## config.mk

```make
export PLATFORM = sky130hd
export DESIGN_NAME = sample_scheduler_flat
export DESIGN_NICKNAME = d
export VERILOG_FILES = /design/src/rtl/sample_scheduler_if.sv /design/src/rtl/sample_scheduler.sv /design/src/flat_wrapper.sv
export SDC_FILE = /design/constraint.sdc
export NUM_CORES = 1
export LEC_CHECK = 0
export ABC_CLOCK_PERIOD_IN_PS = 3200
export BUFFER_PORTS_ARGS = -buffer_cell sky130_fd_sc_hd__buf_4
export CORE_MARGIN = 2
export CORE_UTILIZATION = 56
export DETAILED_ROUTE_END_ITERATION = 10
export PLACE_DENSITY = 0.8
export SYNTH_ARGS = -nofsm -noshare
export SYNTH_HDL_FRONTEND = slang
export SYNTH_SLANG_ARGS = --single-unit
```

## constraint.sdc

```tcl
create_clock -name clk -period 3.2 [get_ports clk]
set_input_delay 0.48 -clock clk [delete_from_list [all_inputs] [get_ports clk]]
set_output_delay 0.48 -clock clk [all_outputs]
set_load 0.1 [all_outputs]
```

## src/rtl/sample_scheduler_if.sv

```systemverilog
// sample_scheduler_if: control, handshake and status bus of the conversion sequencer
interface sample_scheduler_if #(parameter int IDX_W = 16);
    logic             enable;
    logic [31:0]      period_in;
    logic             clear_flags;
    logic             conv_done;
    logic             conv_req;
    logic [IDX_W-1:0] sample_idx;
    logic             sample_last;
    logic             frame_done;
    logic             frame_abort;
    logic [31:0]      period_act;
    logic             busy;
    logic             overrun;
    logic             timeout;
    modport master (
        output enable, period_in, clear_flags, conv_done,
        input  conv_req, sample_idx, sample_last, frame_done, frame_abort, period_act, busy, overrun, timeout
    );
    modport slave (
        input  enable, period_in, clear_flags, conv_done,
        output conv_req, sample_idx, sample_last, frame_done, frame_abort, period_act, busy, overrun, timeout
    );
endinterface

```

## src/rtl/sample_scheduler.sv

```systemverilog
// sample_scheduler: paces AD7276 conversions at a fixed period and counts them into frames
module sample_scheduler #(
    parameter int FRAME_LEN    = 1024,
    parameter int IDX_W        = 16,
    parameter int CONV_TIMEOUT = 64
) (
    input logic               clk,
    input logic               rst,
    sample_scheduler_if.slave bus
);
    localparam int TO_W = $clog2(CONV_TIMEOUT + 1);
    localparam logic [IDX_W-1:0] LAST = IDX_W'(FRAME_LEN - 1);
    localparam logic [TO_W-1:0] TO_LAST = TO_W'(CONV_TIMEOUT - 1);
    typedef enum logic [1:0] {IDLE, LOAD, WAIT, BUSY} state_t;
    state_t state_q, state_d;
    logic [31:0] period_q, period_d, cnt_q, cnt_d;
    logic [IDX_W-1:0] idx_q, idx_d;
    logic [TO_W-1:0] to_q, to_d;
    logic pend_q, pend_d, ovr_q, ovr_d, tmo_q, tmo_d;
    logic running, tick, req, expire, done_evt, abort_evt;
    assign running = state_q == WAIT || state_q == BUSY;
    assign tick = running && cnt_q == period_q - 32'd1;
    assign bus.conv_req = req;
    assign bus.sample_idx = idx_q;
    assign bus.sample_last = idx_q == LAST;
    assign bus.frame_done = done_evt;
    assign bus.frame_abort = abort_evt;
    assign bus.period_act = period_q;
    assign bus.busy = state_q != IDLE;
    assign bus.overrun = ovr_q;
    assign bus.timeout = tmo_q;
    // Register all state; reset drops straight to IDLE without any frame event
    always_ff @(posedge clk) begin
        if (rst) begin
            state_q  <= IDLE;
            period_q <= '0;
            cnt_q    <= '0;
            idx_q    <= '0;
            to_q     <= '0;
            pend_q   <= 1'b0;
            ovr_q    <= 1'b0;
            tmo_q    <= 1'b0;
        end else begin
            state_q  <= state_d;
            period_q <= period_d;
            cnt_q    <= cnt_d;
            idx_q    <= idx_d;
            to_q     <= to_d;
            pend_q   <= pend_d;
            ovr_q    <= ovr_d;
            tmo_q    <= tmo_d;
        end
    end
    // Next state, free-running period counter, conversion watchdog and sticky flags
    always_comb begin
        state_d   = state_q;
        period_d  = period_q;
        idx_d     = idx_q;
        pend_d    = 1'b0;
        done_evt  = 1'b0;
        abort_evt = 1'b0;
        req       = state_q == WAIT && bus.enable && (tick || pend_q);
        expire    = state_q == BUSY && !bus.conv_done && to_q == TO_LAST;
        cnt_d     = state_q == LOAD ? '0 : running ? (tick ? '0 : cnt_q + 32'd1) : cnt_q;
        to_d      = req ? TO_W'(1) : state_q == BUSY ? to_q + TO_W'(1) : to_q;
        ovr_d     = !bus.clear_flags && (ovr_q || (state_q == BUSY && tick && !bus.conv_done));
        tmo_d     = !bus.clear_flags && (tmo_q || expire);
        case (state_q)
            IDLE: state_d = bus.enable ? LOAD : IDLE;
            LOAD: begin
                state_d  = WAIT;
                period_d = bus.period_in == '0 ? 32'd1 : bus.period_in;
                idx_d    = '0;
            end
            WAIT: begin
                abort_evt = !bus.enable;
                state_d   = !bus.enable ? IDLE : req ? BUSY : WAIT;
            end
            BUSY: if (bus.conv_done) begin
                pend_d    = tick;
                done_evt  = idx_q == LAST;
                idx_d     = done_evt ? idx_q : idx_q + IDX_W'(1);
                abort_evt = !done_evt && !bus.enable;
                state_d   = !bus.enable ? IDLE : done_evt ? LOAD : WAIT;
            end else if (expire) begin
                abort_evt = !bus.enable;
                state_d   = bus.enable ? WAIT : IDLE;
            end
        endcase
    end
endmodule

```

## src/flat_wrapper.sv

```systemverilog
// flat-port wrapper written by rule: the top's interface ports become plain ports
module sample_scheduler_flat 
#(
    parameter int FRAME_LEN    = 1024,
    parameter int IDX_W        = 16,
    parameter int CONV_TIMEOUT = 64
)
  (clk, rst, bus_enable, bus_period_in, bus_clear_flags, bus_conv_done, bus_conv_req, bus_sample_idx, bus_sample_last, bus_frame_done, bus_frame_abort, bus_period_act, bus_busy, bus_overrun, bus_timeout);
  sample_scheduler_if #(.IDX_W(IDX_W)) bus_i ();
  input logic clk;
  input logic rst;
  input wire logic [$bits(bus_i.enable)-1:0] bus_enable;
  input wire logic [$bits(bus_i.period_in)-1:0] bus_period_in;
  input wire logic [$bits(bus_i.clear_flags)-1:0] bus_clear_flags;
  input wire logic [$bits(bus_i.conv_done)-1:0] bus_conv_done;
  output wire logic [$bits(bus_i.conv_req)-1:0] bus_conv_req;
  output wire logic [$bits(bus_i.sample_idx)-1:0] bus_sample_idx;
  output wire logic [$bits(bus_i.sample_last)-1:0] bus_sample_last;
  output wire logic [$bits(bus_i.frame_done)-1:0] bus_frame_done;
  output wire logic [$bits(bus_i.frame_abort)-1:0] bus_frame_abort;
  output wire logic [$bits(bus_i.period_act)-1:0] bus_period_act;
  output wire logic [$bits(bus_i.busy)-1:0] bus_busy;
  output wire logic [$bits(bus_i.overrun)-1:0] bus_overrun;
  output wire logic [$bits(bus_i.timeout)-1:0] bus_timeout;
  assign bus_i.enable = bus_enable;
  assign bus_i.period_in = bus_period_in;
  assign bus_i.clear_flags = bus_clear_flags;
  assign bus_i.conv_done = bus_conv_done;
  assign bus_conv_req = bus_i.conv_req;
  assign bus_sample_idx = bus_i.sample_idx;
  assign bus_sample_last = bus_i.sample_last;
  assign bus_frame_done = bus_i.frame_done;
  assign bus_frame_abort = bus_i.frame_abort;
  assign bus_period_act = bus_i.period_act;
  assign bus_busy = bus_i.busy;
  assign bus_overrun = bus_i.overrun;
  assign bus_timeout = bus_i.timeout;
  sample_scheduler #(.FRAME_LEN(FRAME_LEN), .IDX_W(IDX_W), .CONV_TIMEOUT(CONV_TIMEOUT)) u_core (.clk(clk), .rst(rst), .bus(bus_i));
endmodule
```

==> out/metrics.yaml <==
whs_endpoint: "u_core.bus.timeout"
antenna_found_initial: 0
clk_pin_slew_worst_paths_ps: 100
grt_pass1_vias: 4616
violations: "negative setup slack"
postCtsHoldBufs: 0
syn-cell-area_um2: 5190
critical_path.top_delay_family: "simple AND/OR/NAND/NOR gates"
synth_commonest_cells: "dfxtp_1 (92), nor2_1 (52), xor2_1 (43), nand2_1 (42), xnor2_1 (39)"
cp_max_fo: 6
hp-start: "bus_clear_flags"
cp-end-kind: "output port"
drt_iter0_markers: 301
synth_area_leaders: "dfxtp_1 (35%), xor2_1 (7.3%), xnor2_1 (6.6%)"
grt_pass1_wl_mm: 22.3
synth.distinct_cells: 65
routedWlPerCell_um: 17.6
grtUsageTotal_pct: 27.3
synth_most_common_cell: "dfxtp_1"
slowest_stage: "nor4_4"
post-route-period-util_pct: 105
syn_nets: 617
antenna_left: 0
syn_area_per_cell_um2: 9.01
ios: 92
slew_viol_final: 0
tightestPinTransition_ps: 1170
cap_violations: 0
synth_top_area_share_pct: 35.5
postSynthCellCount: 576
skew_ps: 16.7
start_kind: "flop"
clock_latency_ps: 370
power_per_cell_area_nw_per_um2: 433
peakVddDrop_v: 0.000227
cts_max_level: 3
path_class: "flop to output port"
die_area_um2: 10100
hold_depth: 2
fmax_mhz: 299
power_mw: 2.86
postLayoutCoreUtil_pct: 72.5
route.vias.total: 4938
synthFlopType: "dfxtp_1"
hold_class: "primary input to flop"
die_h_um: 100
critical_path.cell_chain: "nor4_4, nand3_4, a2111oi_4, nand3_2, nor4_4, nand4_4, o21bai_4, and2_4, buf_12"
r2r_cells: 10
highest_layer: "met4"
vias_per_cell: 6.19
finalSetupTns_ps: -145
outcome: "finished, violations left"
nFillCells: 664
synth_edf_count: 0
place.gp.congestion: 0.870
n_antenna_cell: 0
crit_buf_inv: 1
route.detailed.drc: 0
start_util_pct: 57.0
wl_met1_mm: 6.09
period_needed_ps: 3350
ys_async_sr_fraction_pct: 0
finalSetupViolations: 1
met2_length_mm: 6.51
core_area_um2: 9110
grt_max_degree: 32
post-place-ws_ps: 48.1
cts_inserted_buffers: 9
hold_viol: 0
cts_tree: "done"
wl_mm: 14.0
cts-root-buf: "clkbuf_8"
yosysSeqAreaShare_pct: 35.5
synth_area_leader_cell: "dfxtp_1"
reg2reg_slack_ps: 390
setup_slack_ps: -145
die_x_um: 100
max_stage_delay_ps: 400
layout-drive-gt1-share_pct: 35.8
nets: 723
port_buffers: 91
rows: 35
crit_top_cell: "nor4_4"
clockBufferDepth: 2
crit_arrival_ps: 2870
ys_warn_count: 0
grt_overflow: 0
first_pass_iters: 5
rr_endpoint: "u_core.cnt_q[11]"
rsz0062_at_grt: "yes"
slew_headroom_pct: 21.7
dp_hpwl_mm: 9.75
power_leakage_nw: 2.65
syn2layout_area_growth_pct: 27.3
reg2reg_from: "u_core.bus.period_act[6]"
cts_sinks: 92
ys_ff_latch: 92
required_ps: 2720
met3_length_um: 993
==> cells in the final DEF, fill, tap and decap left out, types with 14 or more instances in the layout <==
master and n:
a22o_1 31, nand3_1 18, nor2_1 46, nor3_2 35, buf_4 116, xor2_1 43, nand4_1 14, and3_1 14
dfxtp_2 26, dfxtp_1 59, xnor2_1 37, nand2_1 42
==> cells by family after synthesis <==
group           synth area share (%)
xor+xnor                        13.8
buf+inv                         3.01
mux                            0.579
flops                           35.5
fa+ha+maj                      0.964
simple gates                    30.8
compound gates                  15.4
==> worst register-to-register path: cells and delay by family, from the launching register on <==
kind | cells | cell delay, ps
DFF | 1 | 390
buffers and inverters | 2 | 450
AOI/OAI and AO/OA | 1 | 350
and+or+nand+nor | 7 | 1480
==> state kept, by name (all words and copies together), names as in the netlist <==
register               flops
u_core.bus.period_act     32
u_core.pend_q              1
u_core.state_q             2
u_core.to_q                7
u_core.bus.timeout         1
u_core.cnt_q              32
u_core.bus.overrun         1
u_core.bus.sample_idx     16
==> how the worst max path moves through the flow <==
stage / startpoint / to / cells past startpoint
final: u_core.bus.period_act[6] / bus_conv_req / 9
after floorplan: u_core.bus.sample_idx[3] / bus_frame_done / 4
after global placement: u_core.bus.period_act[0] / bus_conv_req / 11
after CTS: u_core.bus.period_act[10] / bus_conv_req / 9
after detailed placement: u_core.bus.period_act[0] / bus_conv_req / 11
after global routing: u_core.bus.period_act[11] / bus_conv_req / 10
==> metrics by stage <==
| stage | instances | area [um2] | hold slack (ps) |
|---|---|---|---|
| 2_1_floorplan | 576 | 5250 | 470 |
| 3_3_place_gp | 770 | 6090 | 458 |
| 3_5_place_dp | 770 | 6090 | 461 |
| 4_1_cts | 791 | 6450 | 270 |
| 5_1_grt | 798 | 6610 | 266 |
| 6_report | 798 | 6610 | 277 |
==> cell type report <==
cell class	instances	area [um2]	area share, %
Multi-Input combinational cell	451	3410	51.6
Sequential cell	92	1900	28.8
Timing Repair Buffer	118	911	13.8
Tap cell	111	139	2.10
Clock buffer	9	124	1.88
Clock inverter	7	82.6	1.25
Inverter	10	37.5	0.568
==> power breakdown <==
part	leakage, nW	internal [mW]	switching, mW
clock	0.0984	0.374	0.461
combinational	1.79	0.296	0.508
sequential	0.761	1.17	0.0539
total	2.65	1.84	1.02
==> layer usage <==
layer  vias to the layer above  track usage (%)
li1                       2322                -
met1                      2356             36.2
met2                       223             44.1
met3                        37             3.48
met4                         0             13.2
met5                         -                0
==> repair_timing <==
item	CTS	global route
pin swaps	10	16
resized for setup	23	20
buffers inserted	4	7
setup endpoints to repair	1	1
gates cloned	1	0
Note: power is estimated with default switching activity, not from simulation.
